<file path="src/rtl/id_pipe_stage.sv">
// ARM decode stage: field extraction, condition check, register file and a stallable ID/EXE bundle.
// Optional macro ID_WB_BYPASS_EN forwards a same-cycle write-back into the operand reads.
module id_pipe_stage #(
    parameter int DATA_W = 32,
    parameter int NREG   = 16
) (
    input  logic              i_clk,
    input  logic              i_rst_n,
    input  logic [31:0]       i_instr_in,
    input  logic              i_instr_valid,
    output logic              o_id_ready,
    input  logic              i_exe_ready,
    input  logic              i_flush,
    input  logic              i_hazard,
    input  logic [3:0]        i_sr,
    input  logic [8:0]        i_ctrl_in,
    input  logic              i_wb_we,
    input  logic [3:0]        i_wb_dest,
    input  logic [DATA_W-1:0] i_wb_data,
    output logic [3:0]        o_src1,
    output logic [3:0]        o_src2,
    output logic              o_two_src,
    output logic              o_out_valid,
    output logic [3:0]        o_exe_cmd,
    output logic              o_wb_en,
    output logic              o_mem_r_en,
    output logic              o_mem_w_en,
    output logic              o_b,
    output logic              o_s,
    output logic [DATA_W-1:0] o_val_rn,
    output logic [DATA_W-1:0] o_val_rm,
    output logic              o_imm,
    output logic [11:0]       o_shift_operand,
    output logic [23:0]       o_signed_imm_24,
    output logic [3:0]        o_dest
);
    localparam logic [4:0] NREG_L = 5'(NREG);

    logic [DATA_W-1:0] w_rf [16];
    logic [3:0]        w_cond;
    logic [3:0]        w_rn;
    logic [3:0]        w_rd;
    logic [3:0]        w_rm_sel;
    logic              w_n;
    logic              w_z;
    logic              w_c;
    logic              w_v;
    logic              w_cond_pass;
    logic              w_load;
    logic [DATA_W-1:0] w_val_rn;
    logic [DATA_W-1:0] w_val_rm;
    logic              w_unused;

    logic              r_out_valid;
    logic [8:0]        r_ctrl;
    logic [DATA_W-1:0] r_val_rn;
    logic [DATA_W-1:0] r_val_rm;
    logic              r_imm;
    logic [11:0]       r_shift_operand;
    logic [23:0]       r_signed_imm_24;
    logic [3:0]        r_dest;

    assign w_cond   = i_instr_in[31:28];
    assign w_rn     = i_instr_in[19:16];
    assign w_rd     = i_instr_in[15:12];
    assign w_rm_sel = i_ctrl_in[2] ? w_rd : i_instr_in[3:0];
    assign w_unused = ^{i_instr_in[27:26], i_instr_in[24]};

    assign {w_n, w_z, w_c, w_v} = i_sr;

    // Unimplemented slots are tied to zero, so out-of-range reads return 0 and writes vanish.
    genvar gi;
    generate
        for (gi = 0; gi < 16; gi++) begin : g_rf
            if (gi < NREG) begin : g_impl
                logic [DATA_W-1:0] r_q;
                always_ff @(posedge i_clk or negedge i_rst_n) begin
                    if (!i_rst_n) begin
                        r_q <= '0;
                    end else if (i_wb_we && (i_wb_dest == 4'(gi))) begin
                        r_q <= i_wb_data;
                    end
                end
                assign w_rf[gi] = r_q;
            end else begin : g_none
                assign w_rf[gi] = '0;
            end
        end
    endgenerate

    always_comb begin
        w_val_rn = w_rf[w_rn];
        w_val_rm = w_rf[w_rm_sel];
`ifdef ID_WB_BYPASS_EN
        if (i_wb_we && (i_wb_dest == w_rn) && ({1'b0, w_rn} < NREG_L)) begin
            w_val_rn = i_wb_data;
        end
        if (i_wb_we && (i_wb_dest == w_rm_sel) && ({1'b0, w_rm_sel} < NREG_L)) begin
            w_val_rm = i_wb_data;
        end
`endif
    end

    always_comb begin
        case (w_cond)
            4'h0:    w_cond_pass = w_z;
            4'h1:    w_cond_pass = ~w_z;
            4'h2:    w_cond_pass = w_c;
            4'h3:    w_cond_pass = ~w_c;
            4'h4:    w_cond_pass = w_n;
            4'h5:    w_cond_pass = ~w_n;
            4'h6:    w_cond_pass = w_v;
            4'h7:    w_cond_pass = ~w_v;
            4'h8:    w_cond_pass = w_c & ~w_z;
            4'h9:    w_cond_pass = ~w_c | w_z;
            4'hA:    w_cond_pass = (w_n == w_v);
            4'hB:    w_cond_pass = (w_n != w_v);
            4'hC:    w_cond_pass = ~w_z & (w_n == w_v);
            4'hD:    w_cond_pass = w_z | (w_n != w_v);
            4'hE:    w_cond_pass = 1'b1;
            default: w_cond_pass = 1'b0;
        endcase
    end

    assign w_load     = i_exe_ready | ~r_out_valid;
    assign o_id_ready = w_load & ~i_hazard;
    assign o_src1     = w_rn;
    assign o_src2     = w_rm_sel;
    assign o_two_src  = ~i_instr_in[25] | i_ctrl_in[2];

    // Bubbles and flushes clear the control bits so a stale bundle can never act in EXE.
    always_ff @(posedge i_clk or negedge i_rst_n) begin
        if (!i_rst_n) begin
            r_out_valid     <= 1'b0;
            r_ctrl          <= '0;
            r_val_rn        <= '0;
            r_val_rm        <= '0;
            r_imm           <= 1'b0;
            r_shift_operand <= '0;
            r_signed_imm_24 <= '0;
            r_dest          <= '0;
        end else if (i_flush) begin
            r_out_valid <= 1'b0;
            r_ctrl      <= '0;
        end else if (w_load) begin
            if (i_hazard || !i_instr_valid) begin
                r_out_valid <= 1'b0;
                r_ctrl      <= '0;
            end else begin
                r_out_valid     <= 1'b1;
                r_ctrl          <= w_cond_pass ? i_ctrl_in : 9'd0;
                r_val_rn        <= w_val_rn;
                r_val_rm        <= w_val_rm;
                r_imm           <= i_instr_in[25];
                r_shift_operand <= i_instr_in[11:0];
                r_signed_imm_24 <= i_instr_in[23:0];
                r_dest          <= w_rd;
            end
        end
    end

    assign o_out_valid = r_out_valid;
    assign {o_exe_cmd, o_wb_en, o_mem_r_en, o_mem_w_en, o_b, o_s} = r_ctrl;
    assign o_val_rn        = r_val_rn;
    assign o_val_rm        = r_val_rm;
    assign o_imm           = r_imm;
    assign o_shift_operand = r_shift_operand;
    assign o_signed_imm_24 = r_signed_imm_24;
    assign o_dest          = r_dest;
endmodule

</file>
<file path="config.mk">
export PLATFORM = sky130hd
export DESIGN_NAME = id_pipe_stage
export DESIGN_NICKNAME = d
export VERILOG_FILES = /design/src/rtl/id_pipe_stage.sv
export SDC_FILE = /design/constraint.sdc
export NUM_CORES = 1
export LEC_CHECK = 0
export CORE_UTILIZATION = 25
export CTS_BUF_LIST = sky130_fd_sc_hd__clkbuf_8
export DETAILED_ROUTE_END_ITERATION = 8
export GPL_TIMING_DRIVEN = 0
export PLACE_DENSITY_LB_ADDON = 0.2
export REMOVE_ABC_BUFFERS = 1
export SYNTH_ARGS = -nofsm -noshare
export SYNTH_HDL_FRONTEND = slang
export SYNTH_SLANG_ARGS = --single-unit
</file>
<file path="constraint.sdc">
create_clock -name i_clk -period 5.1 [get_ports i_clk]
set_input_delay 1.53 -clock i_clk [delete_from_list [all_inputs] [get_ports i_clk]]
set_output_delay 1.53 -clock i_clk [all_outputs]
set_load 0.005 [all_outputs]
</file>
==> key figures, run 1 <==
Drt
  • Vias/cell: 5.154
  • Iter 0 DRT Violations: 1875
  • Drt drc: 0
  • WL/cell: 25.80 µm
  • DRT Pass-1 Iters: 7
  • Overall routed net length: 123.6 mm
  • Post-DRT Antenna Nets: 0
  • Via count: 24703

Place
  • Post-DP HPWL: 74.10 mm
  • Placed Instances: 4571
  • Port bufs: 209
  • Area of placed instances: 0.03753 mm²
  • Final Wtd Congestion: 0.7418

Clock network
  • Skew-Pair Late Insertion Delay: 780 ps
  • CTS max path bufs: 3
  • CTS tree: done
  • Cts bufs inserted: 117
  • Clock Sinks: 611
  • Root buf cell: clkbuf_8
  • Clock transition at path regs: 60 ps
  • H-tree depth: 3

Floorplan
  • Die width: 363.6 µm
  • Core ar.: 0.1296 mm²
  • Ports: 213
  • Die area: 0.1322 mm²
  • Die Y-Extent: 363.6 µm
  • Initial Util: 25.21%
  • Rows: 132

STA
  • Hold violation total from the final report: 0
  • RSZ-0062 raised after global routing: false
  • Final period util: 98.76%
  • Final setup viols: 0
  • Measured slew at the worst slew-check pin: 1470 ps
  • Worst Skew: 30.12 ps
  • Clock period minus worst slack: 5037 ps
  • Final-report max-slew violation count: 0
  • F_max: 198.5 MHz
  • Max_slew headroom: 1.656%

Critical path
  • Worst endpoint data arrival time: 3510 ps
  • Crit Reg-Reg Endpoint: o_val_rm[4]$_DFFE_PN0P_
  • Worst path required time: 3570 ps
  • Nature of the critical path endpoint: output pin
  • FF-to-FF Start: o_out_valid$_DFFE_PN0P_
  • Crit-path max FO: 44
  • Setup CP Type: in2out
  • R2R depth: 6
  • CP startpoint kind: primary input
  • FF-to-FF setup slack: 1950 ps

Global route
  • GRT Overall Usage: 18.67%
  • Vias in the first global route: 25228
  • GR Overflow Total: 0
  • Largest net degree at the start of global routing: 111
  • Initial antenna violation count: 8
  • First-pass GRT wire length: 181.1 mm

Layout
  • Layout Cells excl Fill: 4793
  • Layout area overhead: 22.67%
  • Commonest non-fill, non-tap cell in the layout: dfrtp_1
  • Most frequent cells in the layout: dfrtp_1 (611), mux2_2 (365), nand2_1 (228), o21ai_0 (199), clkdlybuf4s50_1 (199)
  • Layout cell share with drive strength beyond 1: 26.86%
  • Fin nets: 3038
  • Fin area: 0.04010 mm²

Run
  • Max-cap violations: 0

Hold path
  • HP Start: o_imm$_DFFE_PN0P_
  • Hold EP: o_imm$_DFFE_PN0P_
  • Hold Crit Class: reg2reg
  • Hold Path Cell Cnt: 2

Yosys
  • Syn avg cell area: 11.59 µm²
  • Distinct cell type count of the synthesized netlist: 66
  • Yosys warning count: 0
  • Gate Count Post-Synth: 2820
  • Yosys top cell area share: 46.77%
  • Area leader, netlist: dfrtp_1
  • Netlist Area Pre-Place: 0.03269 mm²
  • Synth area leaders: dfrtp_1 (47%), mux2_2 (13%), mux4_2 (10%), mux2_1 (4.2%), o21ai_0 (3.0%)
  • Primary FF master, synth: dfrtp_1
  • Ys async rst share: 100.0%
  • Flops & latches, synth: 611
  • Post-synth EDFFs: 0
  • Post-synthesis sequential area ratio: 46.77%

Pwr
  • PwrDens: 397.2 mW/mm²
  • Static Leak: 16.28 nW
  • VDD IR-drop max: 0.0001887 V

Status
  • Status: finished, final reports clean
## sequential cells by signal (all words and copies together), names as in the netlist
register	flops
o_signed_imm_24	13
o_shift_operand	11
o_out_valid	1
o_val_rm	32
o_imm	1
r_ctrl	9
g_rf.g_impl.r_q	512
o_val_rn	32
## stage by stage
| step | TNS, ps | power (W) | utilization, % | hold slack, ps | worst slack (ps) |
|---|---|---|---|---|---|
| final | 0 | 0.01593 | 30.93 | 470.1 | 63.12 |
| after global routing | 0 | 0.01682 | 30.93 | 494.6 | 30.47 |
| after CTS | 0 | 0.01614 | 30.93 | 478.5 | 55.50 |
| after detailed placement | -2599 | 0.01080 | 28.95 | 463.5 | -360.2 |
| after global placement | - | 0.01078 | 27.57 | 462.5 | -27770 |
| after floorplan | 0 | 0.008940 | - | 466.5 | 128.1 |
## power breakdown
part           internal [W]  switching (W)  total [W]
Combinational       0.00216        0.00165    0.00381
Clock               0.00293        0.00231    0.00524
Sequential          0.00601       0.000866    0.00688
## synth_stat cells, drive strengths merged, types with 2 or more instances
master	n
a211o	5
a21oi	82
a221o	7
a221oi	24
a22o	25
a22oi	78
a31oi	2
a32oi	4
and3b	2
buf	108
clkbuf	162
dfrtp	611
inv	52
mux2	489
mux2i	29
mux4	148
nand2	231
nand2b	117
nand3	14
nand3b	5
nand4	21
nor2	162
nor2b	4
nor3	11
nor3b	4
nor4	5
o211ai	53
o21a	23
o21ai	241
o221a	8
o221ai	7
o22a	13
o22ai	29
o2bb2ai	3
o311ai	3
o31ai	5
o32ai	7
o41ai	6
or3	7
or3b	2
## critical path: stages
cell	delay [ps]
buf_2	370
buf_12	270
mux2i_4	120
buf_16	190
inv_8	330
clkdlybuf4s50_1	620
## worst max-delay path by stage
stage          cells after the start  slack [ps]            from                        to
2_1_floorplan                      2         130    i_ctrl_in[2]                 o_src2[1]
3_3_place_gp                       1      -27770         i_rst_n   o_val_rn[3]$_DFFE_PN0P_
3_5_place_dp                       7        -360  i_instr_in[14]  o_val_rm[10]$_DFFE_PN0P_
4_1_cts                            6          60  i_instr_in[13]                 o_src2[1]
5_1_grt                            5          30   i_instr_in[2]                 o_src2[2]
6_report                           6          60  i_instr_in[13]                 o_src2[1]
## metal layers
| metal | part of all wire (%) | wire [µm] | vias up | global-route usage [%] |
|---|---|---|---|---|
| li1 | - | - | 10698 | - |
| met1 | 46 | 56850 | 12978 | 26.10 |
| met2 | 45 | 55300 | 802 | 28.70 |
| met3 | 6.1 | 7600 | 217 | 3.800 |
| met4 | 3.1 | 3858 | 8 | 6.097 |
| met5 | 0.032 | 39 | - | 0 |
## cell families (layout without fill, tap and decap cells)
family / after synthesis / count (layout) / synth area share (%)
flip-flops: 611 / 611 / 46.77
AND/OR/NAND/NOR: 589 / 589 / 8.287
other: 0 / 2 / 0
AO/OA/AOI/OAI: 631 / 631 / 12.56
buffers and inverters: 322 / 551 / 4.329
multiplexers: 666 / 666 / 28.03
XOR/XNOR: 1 / 1 / 0.02680
## timing repair
action,in CTS,in global routing
hold buffers,0,0
gates resized for setup,1,0
setup endpoints to repair,2,0
buffers inserted,2,0
## final cells by class
type                    count  area (µm²)
well taps                1742        2180
diodes                      2       5.005
clock inverters            58       345.3
fillers                 13133       89550
flip-flops and latches    611       15290
multi-input cells        1887       16170
inverters                  52       210.2
clock buffers             160        2202
repair buffers            281        3701
(Power assumes the default switching activity.)
==> run 2, diff against run 1 <==
TNS_END_PERCENT = 5   (was unset)
==> run 2 against run 1 <==
Compared with the run above:
- the run now ends with max-capacitance violations left
- clock power about the same
- non-clock buffer count unchanged
- wire length up 0.11%
- final cell count unchanged
- maximum frequency up 0.25%
- via count up 0.40%
- largest cell class unchanged
- largest power group unchanged
==> key figures, run 2 (synthesis results as in run 1) <==
Clock network
  • Root buf cell: clkbuf_8
  • Skew-Pair Late Insertion Delay: 780 ps
  • Clock Sinks: 611
  • CTS max path bufs: 3
  • H-tree depth: 3
  • Cts bufs inserted: 117
  • Clock transition at path regs: 60 ps
  • CTS tree: done
  • CTS Hold Buffers Added: 0

Pwr
  • Sw frac: 30.31%
  • Static Leak: 16.28 nW
  • VDD IR-drop max: 0.0001896 V
  • Logic gate share of total power: 23.9%
  • Share of power burned in registers: 43.2%
  • Clock network fraction of design power: 32.9%
  • PwrDens: 397.2 mW/mm²
  • Int Pwr: 0.01110 W
  • NetSw: 0.004828 W

Layout
  • Area taken by flip-flops and latches: 0.01529 mm²
  • Most flops, register: g_rf.g_impl.r_q
  • Layout Cells excl Fill: 4793
  • Fill count: 13133
  • Area of the multi-input gates: 0.01617 mm²
  • Layout cell share with drive strength beyond 1: 26.86%
  • Largest register FFs: 512
  • Layout area overhead: 22.67%
  • Most frequent cells in the layout: dfrtp_1 (611), mux2_2 (365), nand2_1 (228), o21ai_0 (199), clkdlybuf4s50_1 (198)
  • Fin nets: 3038
  • Commonest non-fill, non-tap cell in the layout: dfrtp_1

Drt
  • Drt drc: 0
  • Overall routed net length: 123.8 mm
  • WL/cell: 25.83 µm
  • DRT Pass-1 Iters: 5
  • Iter 0 DRT Violations: 1971
  • Post-DRT Antenna Nets: 0
  • Via count: 24802
  • Vias/cell: 5.175

STA
  • Final period util: 98.52%
  • Clock period minus worst slack: 5024 ps
  • Worst Skew: 30.74 ps
  • F_max: 199.0 MHz
  • Setup_tns: 0 ps
  • Measured slew at the worst slew-check pin: 1487 ps
  • Max_slew headroom: 0.4901%
  • RSZ-0062 raised after global routing: false
  • Final-report max-slew violation count: 0
  • Final setup viols: 0
  • Hold violation total from the final report: 0

Global route
  • Largest net degree at the start of global routing: 111
  • GR Overflow Total: 0
  • First-pass GRT wire length: 181.1 mm
  • Initial antenna violation count: 8
  • GRT Overall Usage: 18.67%
  • Vias in the first global route: 25216

Run
  • Max-cap violations: 1

Floorplan
  • Core ar.: 0.1296 mm²
  • Rows: 132
  • Ports: 213
  • Die width: 363.6 µm
  • Die area: 0.1322 mm²
  • Initial Util: 25.21%
  • Die Y-Extent: 363.6 µm

Critical path
  • Crit. Startpoint: i_instr_in[2]
  • Crit Reg-Reg Endpoint: o_val_rm[4]$_DFFE_PN0P_
  • Critical path destination: o_src2[2]
  • FF-to-FF setup slack: 1930 ps
  • R2R depth: 6
  • Critical Path Slowest Stage Cell: clkdlybuf4s50_1
  • Crit-path max FO: 55
  • Worst path required time: 3570 ps
  • FF-to-FF Start: o_out_valid$_DFFE_PN0P_
  • Nature of the critical path endpoint: output pin
  • Most used cell, CP: clkdlybuf4s50_1
  • Worst endpoint data arrival time: 3490 ps
  • Worst-path cell chain: clkdlybuf4s50_1 -> mux2i_4 -> inv_4 -> buf_16 -> clkdlybuf4s50_1
  • Setup CP Type: in2out
  • CP max stage delay: 610 ps
  • CP startpoint kind: primary input

Hold path
  • Hold Crit Class: reg2reg

Place
  • Placed Instances: 4571
  • Post-DP HPWL: 74.10 mm
  • Final Wtd Congestion: 0.7418
  • Port bufs: 209

Status
  • Failing checks: max-capacitance violations
  • Status: complete, but fails checks
-- run 2: worst max-delay path: cells and delay by family --
kind	cells	cell delay, ps
buf+inv	4	1740
mux	1	160
-- run 2: per-stage QoR --
step                hold WS [ps]  area, µm²  util, %  total power, W  worst slack, ps
detailed placement         463.5      37530    28.95         0.01080           -360.2
CTS                        478.5      40090    30.92         0.01614            12.42
finish                     473.7      40100    30.93         0.01593            75.50
global placement           462.5      35740    27.57         0.01078           -27770
floorplan                  466.5      31470        -        0.008940            128.1
global route               494.6      40100    30.93         0.01682            30.47
-- run 2: how the worst min path moves through the flow --
stage                                       startpoint                            endpoint  slack (ps)  depth (start not counted)
global route           o_signed_imm_24[18]$_DFFE_PN0P_     o_signed_imm_24[18]$_DFFE_PN0P_         490                          2
CTS                    o_signed_imm_24[18]$_DFFE_PN0P_     o_signed_imm_24[18]$_DFFE_PN0P_         480                          2
floorplan           g_rf[3].g_impl.r_q[11]$_DFFE_PN0P_  g_rf[3].g_impl.r_q[11]$_DFFE_PN0P_         470                          1
detailed placement                   o_imm$_DFFE_PN0P_                   o_imm$_DFFE_PN0P_         460                          2
global placement       o_signed_imm_24[19]$_DFFE_PN0P_     o_signed_imm_24[19]$_DFFE_PN0P_         460                          2
finish                               o_imm$_DFFE_PN0P_                   o_imm$_DFFE_PN0P_         470                          2
-- run 2: metal layers --
metal	global-route usage [%]	share of wire (%)	vias up
li1	-	-	10695
met1	26.13	46	13035
met2	28.69	45	849
met3	3.765	6.3	215
met4	6.097	3.1	8
met5	0	0.032	-
-- run 2: power groups by stage --
stage | Sequential [W] | Combinational (W) | Clock, W
4_1_cts | 0.00688 | 0.00386 | 0.00540
3_3_place_gp | 0.00696 | 0.00382 | 0
6_report | 0.00688 | 0.00381 | 0.00524
5_1_grt | 0.00705 | 0.00416 | 0.00561
3_5_place_dp | 0.00696 | 0.00384 | 0
2_1_floorplan | 0.00667 | 0.00227 | 0
-- run 2: repair_timing --
action	in CTS	in global routing
setup buffers	1	1
gates resized for setup	2	0
cloned	0	0
setup endpoints to repair	2	1
-- run 2: final cells by class --
class	instances	area share [%]
multi-input cells	1887	40.32
repair buffers	281	9.226
diodes	2	0.01248
clock buffers	160	5.491
clock inverters	58	0.8612
inverters	52	0.5242
flip-flops and latches	611	38.13
well taps	1742	5.435
==> run 3, diff against run 2 <==
CORE_UTILIZATION = 45   (was 25)
DONT_BUFFER_PORTS = 1   (was unset)
==> run 3 against run 2 <==
Compared with the run above:
- the run ends with max-slew violations left
- maximum frequency up 8.8%
- clock power down 14%
- clock-buffer cell count fell by 21
- via count down 1.3%
- combinational power decreased by 25%
- cell area down 9.9%
- largest power group unchanged
==> key figures, run 3 (synthesis results as in run 1) <==
Pwr
  • PwrDens: 396.8 mW/mm²
  • Static Leak: 15.01 nW
  • VDD IR-drop max: 0.0001755 V

Clock network
  • H-tree depth: 3
  • CTS tree: done
  • Skew-Pair Late Insertion Delay: 730 ps
  • Clock transition at path regs: 60 ps
  • CTS max path bufs: 3
  • Cts bufs inserted: 103
  • Post-CTS Repair Setup Buffers: 0
  • Clock Sinks: 611
  • Root buf cell: clkbuf_8
  • CTS Hold Buffers Added: 0
  • Post-CTS Resized: 0

Drt
  • WL/cell: 29.06 µm
  • Vias/cell: 6.553
  • Via count: 24487
  • Iter 0 DRT Violations: 2489
  • Drt drc: 0
  • Overall routed net length: 108.6 mm
  • Post-DRT Antenna Nets: 0
  • DRT Pass-1 Iters: 8

STA
  • Final-report max-slew violation count: 205
  • Hold violation total from the final report: 0
  • Clock period minus worst slack: 4618 ps
  • F_max: 216.5 MHz
  • Final period util: 90.56%
  • RSZ-0062 raised after global routing: false
  • Worst hold margin: 499.8 ps
  • Worst Skew: 33.88 ps
  • Final setup viols: 0
  • Max_slew headroom: -16.81%
  • Measured slew at the worst slew-check pin: 1752 ps

Critical path
  • Nature of the critical path endpoint: output pin
  • Worst path required time: 3570 ps
  • Setup CP Type: in2out
  • Crit path max-delay family: multiplexers
  • CP startpoint kind: primary input
  • CP max stage delay: 830 ps
  • Crit-path max FO: 54
  • Crit. Startpoint: i_ctrl_in[2]
  • Crit path buf inv count: 2
  • FF-to-FF Start: o_out_valid$_DFFE_PN0P_
  • Critical Path Slowest Stage Cell: mux2i_4
  • Worst-path cell chain: mux2i_4 -> inv_4 -> buf_16
  • Worst endpoint data arrival time: 3090 ps

Place
  • Port bufs: 0
  • Final Wtd Congestion: 0.7813
  • Post-DP HPWL: 61.58 mm

Layout
  • Layout cell share with drive strength beyond 1: 27.53%
  • Layout area overhead: 10.58%
  • Commonest non-fill, non-tap cell in the layout: dfrtp_1
  • Largest register FFs: 512
  • Fin nets: 2794
  • Final core utilization: 50.39%
  • Most flops, register: g_rf.g_impl.r_q
  • Most frequent cells in the layout: dfrtp_1 (611), mux2_2 (365), nand2_1 (228), o21ai_0 (199)

Floorplan
  • Core ar.: 0.07173 mm²
  • Ports: 213
  • Initial Util: 45.57%
  • Die area: 0.07373 mm²
  • Rows: 98
  • Die width: 271.5 µm
  • Die Y-Extent: 271.5 µm

Hold path
  • Hold Crit Class: reg2reg
  • HP Start: o_signed_imm_24[20]$_DFFE_PN0P_

Global route
  • GRT Overall Usage: 29.52%
  • Initial antenna violation count: 1
  • First-pass GRT wire length: 163.2 mm
  • Vias in the first global route: 25586
  • GR Overflow Total: 0
  • Largest net degree at the start of global routing: 612

Status
  • Status: complete, but fails checks
  • Failing checks: max-slew violations

Run
  • Max-cap violations: 0
## run 3: cell types whose count changed in the layout (fill, tap and decap cells not counted), moves of 2 or more
cell	previous run	this run
clkdlybuf4s50_1	198	0
clkbuf_8	160	139
buf_12	32	15
inv_1	91	79
buf_4	6	0
buf_16	32	28
buf_2	3	0
bufinv_16	3	0
clkinv_2	6	9
inv_6	2	4
## run 3: metrics by stage
stage | cell area [µm²] | power, W | TNS, ps | setup slack, ps | std cells
global route | 36150 | 0.01505 | 0 | 486.7 | 3737
finish | 36150 | 0.01434 | 0 | 481.5 | 3737
floorplan | 31470 | 0.008940 | 0 | 128.1 | 2550
global placement | 32660 | 0.009597 | -598510 | -4229 | 3500
CTS | 36150 | 0.01440 | 0 | 563.2 | 3736
detailed placement | 34020 | 0.009872 | 0 | 507.5 | 3551
## run 3: worst min-delay path, stage by stage, from the launching register on
cell and delay (ps):
dfrtp_1 350, nand2_1 50, nand2_1 60
## run 3: routing by layer
metal | GRT usage [%] | vias to the layer above | routed length (µm)
met3 | 6.661 | 323 | 10340
met5 | 0 | - | 0
li1 | - | 10182 | -
met4 | 13.54 | 0 | 4641
met1 | 39.10 | 12606 | 43860
met2 | 46.21 | 1376 | 49770
## run 3: final cells by class
cell class                      instances  area, µm²
Antenna cell                            1      2.502
Fill cell                            6235      35580
Tap cell                              950       1189
Sequential cell                       611      15290
Clock inverter                         46      214.0
Inverter                               52      205.2
Clock buffer                          139       1913
Multi-Input combinational cell       1887      16150
Timing Repair Buffer                   51       1187
## run 3: where the power goes
group	switching (W)	internal (W)	total, W
Clock	0.00210	0.00242	0.00452
Sequential	0.000942	0.00601	0.00695
Combinational	0.00118	0.00169	0.00287
## run 3: final timing paths
path	endpoint	slack, ps	cells after the start
max	o_src2[2]	480	3
min	o_signed_imm_24[20]$_DFFE_PN0P_	500	2
max reg2reg	o_val_rm[10]$_DFFE_PN0P_	1970	7
min reg2reg	o_signed_imm_24[20]$_DFFE_PN0P_	500	2
max in group asynchronous	g_rf[10].g_impl.r_q[5]$_DFFE_PN0P_	3190	0
min in group asynchronous	g_rf[5].g_impl.r_q[18]$_DFFE_PN0P_	530	0
